===== src/rtl/ipif_pkg.sv =====
// Shared types and helpers for the IPIF command initiator.
package ipif_pkg;

  typedef enum logic [1:0] {IDLE, ACCESS, RESP} ipif_state_t;

  localparam int IPIF_DATA_W = 32;

  // Chip-enable count: one block of global words plus one block per link.
  function automatic int ipif_nce(input int nlinks, input int wpl);
    return (nlinks + 1) * wpl;
  endfunction

endpackage


===== src/rtl/ipif_onehot_ce.sv =====
// Word index to one-hot chip-enable decode, with a legality flag for out-of-range indices.
module ipif_onehot_ce #(
  parameter int NCE   = 52,
  parameter int IDX_W = 7
) (
  input  logic [IDX_W-1:0] index,
  output logic [NCE-1:0]   onehot,
  output logic             index_legal
);

  always_comb begin
    index_legal = (32'(index) < 32'(NCE));
    onehot      = '0;
    if (index_legal) onehot = {{(NCE-1){1'b0}}, 1'b1} << index;
  end

endmodule


===== src/rtl/ipif_cmd_initiator.sv =====
// Single-outstanding IPIF initiator: command port in, one-hot CE access with ack timeout,
// registered response port out.
module ipif_cmd_initiator
  import ipif_pkg::*;
#(
  parameter int NLINKS         = 12,
  parameter int WORD_PER_LINK  = 4,
  parameter int NCE            = ipif_nce(NLINKS, WORD_PER_LINK),
  parameter int TIMEOUT_CYCLES = 16,
  localparam int IDX_W         = $clog2(NCE) + 1
) (
  input  logic                   clk160,
  input  logic                   IPIF_bus2ip_resetn,
  input  logic                   cmd_valid,
  output logic                   cmd_ready,
  input  logic                   cmd_write,
  input  logic [IDX_W-1:0]       cmd_index,
  input  logic [IPIF_DATA_W-1:0] cmd_data,
  output logic                   rsp_valid,
  input  logic                   rsp_ready,
  output logic [IPIF_DATA_W-1:0] rsp_data,
  output logic                   rsp_write,
  output logic                   rsp_timeout,
  output logic                   rsp_error,
  output logic [15:0]            timeout_count,
  output logic [IPIF_DATA_W-1:0] IPIF_bus2ip_data,
  output logic [NCE-1:0]         IPIF_bus2ip_wrce,
  output logic [NCE-1:0]         IPIF_bus2ip_rdce,
  input  logic [IPIF_DATA_W-1:0] IPIF_ip2bus_data,
  input  logic                   IPIF_ip2bus_wrack,
  input  logic                   IPIF_ip2bus_rdack
);

  ipif_state_t state, state_next;

  logic [NCE-1:0]         ce_onehot;
  logic                   index_legal;
  logic                   cur_write, write_d;
  logic [15:0]            wait_cnt, wait_d;
  logic                   ack, timeout_hit, accept;
  logic                   ready_d, rsp_valid_d, rsp_write_d, rsp_timeout_d, rsp_error_d;
  logic [NCE-1:0]         wrce_d, rdce_d;
  logic [IPIF_DATA_W-1:0] data_d, rsp_data_d;
  logic [15:0]            tcount_d;

  ipif_onehot_ce #(.NCE(NCE), .IDX_W(IDX_W)) u_onehot (
    .index       (cmd_index),
    .onehot      (ce_onehot),
    .index_legal (index_legal)
  );

  // Only the ack matching the latched direction completes an access.
  assign ack         = cur_write ? IPIF_ip2bus_wrack : IPIF_ip2bus_rdack;
  assign timeout_hit = (wait_cnt == 16'(TIMEOUT_CYCLES - 1));
  assign accept      = cmd_valid && cmd_ready;

  always_ff @(posedge clk160 or negedge IPIF_bus2ip_resetn) begin
    if (!IPIF_bus2ip_resetn) state <= IDLE;
    else                     state <= state_next;
  end

  always_comb begin
    state_next = state;
    case (state)
      IDLE:    if (accept) state_next = index_legal ? ACCESS : RESP;
      ACCESS:  if (ack || timeout_hit) state_next = RESP;
      RESP:    if (rsp_ready) state_next = IDLE;
      default: state_next = IDLE;
    endcase
  end

  // Next values for every registered output; ack takes priority over timeout.
  always_comb begin
    ready_d       = 1'b0;
    wrce_d        = IPIF_bus2ip_wrce;
    rdce_d        = IPIF_bus2ip_rdce;
    data_d        = IPIF_bus2ip_data;
    rsp_valid_d   = rsp_valid;
    rsp_data_d    = rsp_data;
    rsp_write_d   = rsp_write;
    rsp_timeout_d = rsp_timeout;
    rsp_error_d   = rsp_error;
    tcount_d      = timeout_count;
    wait_d        = wait_cnt;
    write_d       = cur_write;
    case (state)
      IDLE: begin
        ready_d = 1'b1;
        if (accept) begin
          ready_d = 1'b0;
          write_d = cmd_write;
          wait_d  = '0;
          if (index_legal) begin
            wrce_d = cmd_write ? ce_onehot : '0;
            rdce_d = cmd_write ? '0 : ce_onehot;
            data_d = cmd_data;
          end else begin
            rsp_valid_d   = 1'b1;
            rsp_data_d    = '0;
            rsp_write_d   = cmd_write;
            rsp_timeout_d = 1'b0;
            rsp_error_d   = 1'b1;
          end
        end
      end
      ACCESS: begin
        if (ack || timeout_hit) begin
          wrce_d        = '0;
          rdce_d        = '0;
          data_d        = '0;
          rsp_valid_d   = 1'b1;
          rsp_write_d   = cur_write;
          rsp_error_d   = 1'b0;
          rsp_timeout_d = !ack;
          rsp_data_d    = (ack && !cur_write) ? IPIF_ip2bus_data : '0;
          if (!ack && timeout_count != 16'hFFFF) tcount_d = timeout_count + 16'd1;
        end else begin
          wait_d = wait_cnt + 16'd1;
        end
      end
      RESP: begin
        if (rsp_ready) begin
          ready_d       = 1'b1;
          rsp_valid_d   = 1'b0;
          rsp_data_d    = '0;
          rsp_write_d   = 1'b0;
          rsp_timeout_d = 1'b0;
          rsp_error_d   = 1'b0;
        end
      end
      default: ready_d = 1'b0;
    endcase
  end

  always_ff @(posedge clk160 or negedge IPIF_bus2ip_resetn) begin
    if (!IPIF_bus2ip_resetn) begin
      cmd_ready        <= 1'b0;
      IPIF_bus2ip_wrce <= '0;
      IPIF_bus2ip_rdce <= '0;
      IPIF_bus2ip_data <= '0;
      rsp_valid        <= 1'b0;
      rsp_data         <= '0;
      rsp_write        <= 1'b0;
      rsp_timeout      <= 1'b0;
      rsp_error        <= 1'b0;
      timeout_count    <= '0;
      wait_cnt         <= '0;
      cur_write        <= 1'b0;
    end else begin
      cmd_ready        <= ready_d;
      IPIF_bus2ip_wrce <= wrce_d;
      IPIF_bus2ip_rdce <= rdce_d;
      IPIF_bus2ip_data <= data_d;
      rsp_valid        <= rsp_valid_d;
      rsp_data         <= rsp_data_d;
      rsp_write        <= rsp_write_d;
      rsp_timeout      <= rsp_timeout_d;
      rsp_error        <= rsp_error_d;
      timeout_count    <= tcount_d;
      wait_cnt         <= wait_d;
      cur_write        <= write_d;
    end
  end

endmodule


===== config.mk =====
export PLATFORM = sky130hd
export DESIGN_NAME = ipif_cmd_initiator
export DESIGN_NICKNAME = d
export VERILOG_FILES = /design/src/rtl/ipif_pkg.sv /design/src/rtl/ipif_onehot_ce.sv /design/src/rtl/ipif_cmd_initiator.sv
export SDC_FILE = /design/constraint.sdc
export NUM_CORES = 1
export LEC_CHECK = 0
export ABC_CLOCK_PERIOD_IN_PS = 4100
export CAP_MARGIN = 10
export CELL_PAD_IN_SITES_DETAIL_PLACEMENT = 1
export CELL_PAD_IN_SITES_GLOBAL_PLACEMENT = 1
export CORE_ASPECT_RATIO = 0.6
export CORE_MARGIN = 10
export CORE_UTILIZATION = 40
export CTS_BUF_LIST = sky130_fd_sc_hd__clkbuf_8
export DETAILED_ROUTE_END_ITERATION = 8
export GPL_ROUTABILITY_DRIVEN = 0
export HOLD_SLACK_MARGIN = 0.15
export PLACE_DENSITY = 0.95
export SYNTH_ARGS = -nofsm -noshare
export SYNTH_HDL_FRONTEND = slang
export SYNTH_SLANG_ARGS = --single-unit
export TNS_END_PERCENT = 50

===== constraint.sdc =====
create_clock -name clk160 -period 4.1 [get_ports clk160]
set_clock_uncertainty 0.2 [all_clocks]
set_input_delay 0.82 -clock clk160 [delete_from_list [all_inputs] [get_ports clk160]]
set_output_delay 0.82 -clock clk160 [all_outputs]
set_load 0.01 [all_outputs]

# Yosys cells after proc, flatten, opt, wreduce, memory -nomap -nowiden
# Index checks and enable logic that the tools add are counted.
# op_classes
add_sub_neg	2
n_lt_le_gt_ge	1
eq_ne	10
shifts	1
n_mux	46
reduce_logical	15
# ops
operator	n
52-bit 2-to-1 mux	7
32-bit 2-to-1 mux	8
52-bit case mux with 2 select lines	2
32-bit case mux with 3 select lines	1
32-bit case mux with 2 select lines	1
1-bit by 7-bit << shifter with 52-bit output (first input constant)	1
16-bit by 1-bit adder with 16-bit output (second input constant)	2
16-bit 2-to-1 mux	2
16-bit case mux with 2 select lines	1
16-bit by 4-bit == test with 1-bit output (second input constant)	1
16-bit inequality test (second input constant)	1
1-bit 2-to-1 mux	14
2-bit inequality test (second input constant)	6
1-bit case mux with 3 select lines	4
3-bit AND reduction	3
2-bit 2-to-1 mux	4
7-bit by 6-bit < comparator with 1-bit output (second input constant)	1
2-bit case mux with 3 select lines	1
5-bit AND reduction	1
4-bit AND reduction	1
1-bit logical AND	3
3-bit nonzero test	1
2-bit by 1-bit == test with 1-bit output (second input constant)	1
2-bit == test (second input constant)	1
other kinds (6)	7
# word_totals
reg_bits	208
in_bits	78
out_inout_bits	189
wordCells	88

# Logic depth before layout (Yosys ltp)
# depth
depth_word	5
mapped_depth	10
depth_no_buf	7

# Cells and area by module
# A second synthesis with hierarchy kept.
# hier_totals
cells_unflattened	911
hier_area_um2	9226.3
# by_module_without_submodules
module	n_inst	cells_per_inst	area_per_inst_um2	seq_area_each_um2
ipif_cmd_initiator	1	823	8640.8	5205.0
ipif_onehot_ce	1	88	585.6	0.0

# Worst setup path before layout
# Ideal clock, no wire load.
# synth_timing
path_kind	input port to flip-flop
from	input port IPIF_ip2bus_rdack
to	register IPIF_bus2ip_data[10]
setup_ns	0.121
arrival_ns	2.074
required_time_ns	3.779
slack_ns	1.705
path_stages	8
path_buffers	4
path_cell_list	nand2b_1 and3_1 clkbuf_1 a221o_1 buf_2 buf_6 buf_2 a22o_1
# synth_via
elab_chain_len	4
# synth_lines
item	line	rtl
from (decl)	ipif_cmd_initiator.sv:31	input logic IPIF_ip2bus_rdack
1-bit 2-to-1 mux	ipif_cmd_initiator.sv:53	assign ack = cur_write ? IPIF_ip2bus_wrack : IPIF_ip2bus_rdack;
1-bit logical OR	ipif_cmd_initiator.sv:107	if (ack || timeout_hit) begin
2-bit inequality test (no source line)	--	
4-bit AND reduction (no source line)	--	
to (signal assigned)	ipif_cmd_initiator.sv:153	IPIF_bus2ip_data <= data_d;
to (decl)	ipif_cmd_initiator.sv:26	output logic [IPIF_DATA_W-1:0] IPIF_bus2ip_data,
# No other way between the ends.
# A chain may end at the register's enable or synchronous reset.

# Worst setup path in the final report
# layout_timing
from	register state[1]
to	register wait_cnt[7]
# layout_via
elab_chain_len	3
elab_cells_between_ends	7
classes_between	eq/ne (3); mux (1); reduce/logical (3)
# layout_lines
item	line	rtl
from (decl)	ipif_cmd_initiator.sv:34	ipif_state_t state, state_next;
from (signal assigned)	ipif_cmd_initiator.sv:59	else state <= state_next;
2-bit by 1-bit == test with 1-bit output / 2-bit logical NOT (equally long branches)	ipif_cmd_initiator.sv:86	case (state)
2-bit inequality test (no source line) / 2-bit nonzero test (equally long branches)	--	
3-bit AND reduction (no source line)	--	
to (signal assigned)	ipif_cmd_initiator.sv:160	wait_cnt <= wait_d;
to (decl)	ipif_cmd_initiator.sv:39	logic [15:0] wait_cnt, wait_d;
# Parallel ways exist; a longest one is shown, timed or not.

==> run summary <==
max-slew violations: 0
Skew-Pair Late Insertion Delay: 500 ps
nature of the critical path endpoint: flop
worst-path cell chain: inv_1, ha_1, nand3_1, nor3_2, a31oi_1, a41o_1
simple-gate portion of the synthesized area: 16.5%
Die Span Y: 135 um
DIE WIDTH: 211 um
path depth of the worst reg2reg path: 6
slowest stage cell on the critical path: nor3_2
share of the synthesized area in the top cell type: 59.5%
CTS Hold Bufs: 0
Setup-failing EPs final: 0
area grow syn2layout: 39.9%
RSZ-0062 raised after global routing: false
Final Util: 57.6%
# Max-Cap Violations: 0
Rel. slew slack: 38.9%
vias in the first global route: 8235
share of cells above drive strength 1: 6.59%
Synth Instances: 831
post-synthesis sequential area ratio: 59.5%
Core Box Area: 21200 sq um
Final Critical Period: 2980 ps
Wirelength per Cell: 24.4 um
highest clock rate: 0.335 GHz
leakage: 5.23 nW
top post-synthesis cells by area: dfrtp_1 (59%), nand2_1 (9.7%), o31ai_1 (8.2%)
CP Launch Type: flop
setup tns final: 0 ps
Final Net Count: 1170
non-filler instance count after layout: 1387
PD cells: 499 nW/um^2
htree depth: 2
kind of critical path: reg -> reg
first-pass GRT wire length: 51800 um
TritonCTS clock tree: built
Inst Count DP: 1330
Compound-Gate Fraction of Synth Area: 16.5%
Congestion Overflow GR: 0
crit-path max FO: 15
Synth area leader: dfrtp_1
Final HPWL DP: 24600 um
flops & latches, synth: 208
WP data required: 4280 ps
# rows: 41
post-synthesis mux area share: 1.43%
VDD IR max: 0.277 mV
initial antenna violation count: 1
PostCTS Resize Cnt: 0
syn nets: 914
final hold violations: 0
outcome: completed
vias per std cell: 5.59
die area: 28400 sq um
CP bufs+invs: 1
Port Buffer Count: 266
critical path startpoint: state[1]$_DFFE_PN0P_
Ys Warns: 0
Least-Margin Pin Slew: 911 ps
largest net degree at the start of global routing: 100
Unique masters post-synth: 47
Worst path top cell family by delay: simple AND/OR/NAND/NOR gates
Routed Antenna Nets: 0
Post-synth EDFFs: 0
Tot GR Track Use: 23.4%
Most used DFF post-synth: dfrtp_1
Root Driver: clkbuf_8
Async SR Flop Fraction: 100%
setup bufs post-CTS: 0
CTS clk-pin slew, worst paths: 60 ps
max incr delay on CP: 840 ps
worst min path class: in -> async
Post-Syn Area: 8750 sq um
first-pass detailed-route iteration total: 5
routed wire length: 33800 um
io pins: 267
Clock Sinks: 208
Initial Util: 41.2%
worst r2r src: state[1]$_DFFE_PN0P_
mean cell area of the mapped netlist: 10.5 sq um
CP Depth: 6
DRC Markers: 0
critical path arrival: 3170 ps
First DRT Iteration DRCs: 636
Tcrit/Tclk final: 72.8%
Max clock buf depth: 3
via count: 7747
total CTS buffers: 34
largest family of logic cells by synthesized area: simple AND/OR/NAND/NOR gates
Synth Area in Adders: 0.715%
number of diodes: 0
xor-xnor portion of the synthesized cell area: 1.40%
==> registers in the layout, indices dropped and copies added (netlist names), 2 cells and up <==
| signal | count |
|---|---|
| wait_cnt | 16 |
| IPIF_bus2ip_rdce | 52 |
| IPIF_bus2ip_data | 32 |
| IPIF_bus2ip_wrce | 52 |
| timeout_count | 16 |
| rsp_data | 32 |
| state | 2 |
==> cells in the mapped netlist (8+ instances only) <==
cell type    n
nand2_1    227
dfrtp_1    208
o31ai_1     96
a22o_1      32
o21ai_0     30
clkbuf_1    25
buf_2       20
nand3_1     17
nand4_1     16
nor2_1      16
and3_1      11
o21ai_1     11
xnor2_1     11
buf_6        9
inv_1        8
mux2i_1      8
o41ai_1      8
==> metal layers <==
layer	wire length (um)	global-route usage, %
met5	13	0
met4	595	5.05
met3	2960	7.74
met2	15900	38.0
met1	14400	29.7
==> cells by family (layout without fill, tap and decap cells) <==
family	after synthesis	after routing
muxes	12	12
DFF	208	208
buffers and inverters	67	344
AOI/OAI and AO/OA	198	198
adders and majority gates	5	5
xor gates and xnor gates	14	14
and+or+nand+nor	327	327
==> path summary, 6_finish.rpt <==
path,to,slack [ps]
setup reg to reg,wait_cnt[7]$_DFFE_PN0P_,1120
hold / removal,IPIF_bus2ip_data[6]$_DFFE_PN0P_,230
max in group asynchronous,IPIF_bus2ip_data[9]$_DFFE_PN0P_,2580
min in group clk160,IPIF_bus2ip_rdce[0]$_DFFE_PN0P_,270
hold reg to reg,IPIF_bus2ip_rdce[0]$_DFFE_PN0P_,270
setup / recovery,wait_cnt[7]$_DFFE_PN0P_,1120
==> worst register-to-register path: stages (launching register included) <==
cell,delay [ps]
dfrtp_1,380
inv_1,100
ha_1,520
nand3_1,400
nor3_2,840
a31oi_1,190
a41o_1,240
==> cell type report <==
| cell class | count | area [sq um] |
|---|---|---|
| tap | 279 | 349 |
| sequential | 208 | 5200 |
| clock buffer | 43 | 592 |
| inverter | 8 | 30.0 |
| multi-input combinational | 556 | 3220 |
| timing repair buffer | 279 | 2790 |
| fill | 2283 | 9000 |
| clock inverter | 14 | 57.6 |
==> stage by stage <==
stage	power, W	setup WS, ps	hold WS [ps]	cell area [sq um]
after floorplan	0.00352	1710	266	8750
after global placement	0.00429	833	258	11600
after detailed placement	0.00438	666	264	11600
after CTS	0.00618	1140	249	12200
after global routing	0.00646	791	263	12200
final	0.00611	1120	225	12200
==> layout by cell type (no fill, tap or decap), types with 4 or more instances in the layout <==
master           instances
ha_1                     5
dfrtp_1                208
o31ai_1                 96
mux2i_1                  8
nor2_1                  15
mux2_2                   4
nand2b_1                 7
nor2b_1                  7
clkbuf_8                44
nor3_1                   6
xnor2_1                 11
buf_4                   11
o21ai_1                 11
and3_1                  11
o21ai_0                 30
nand4_1                 16
inv_1                   20
a22o_1                  32
clkdlybuf4s50_1        265
nand3_1                 17
o41ai_1                  8
nand2_1                227
==> power breakdown <==
part	switching, W	leakage [nW]	internal, W
Combinational	0.00109	2.00	0.000754
Sequential	0.000188	2.84	0.00231
Clock	0.000829	0.377	0.000937
Note: power is estimated with default switching activity, not from simulation.
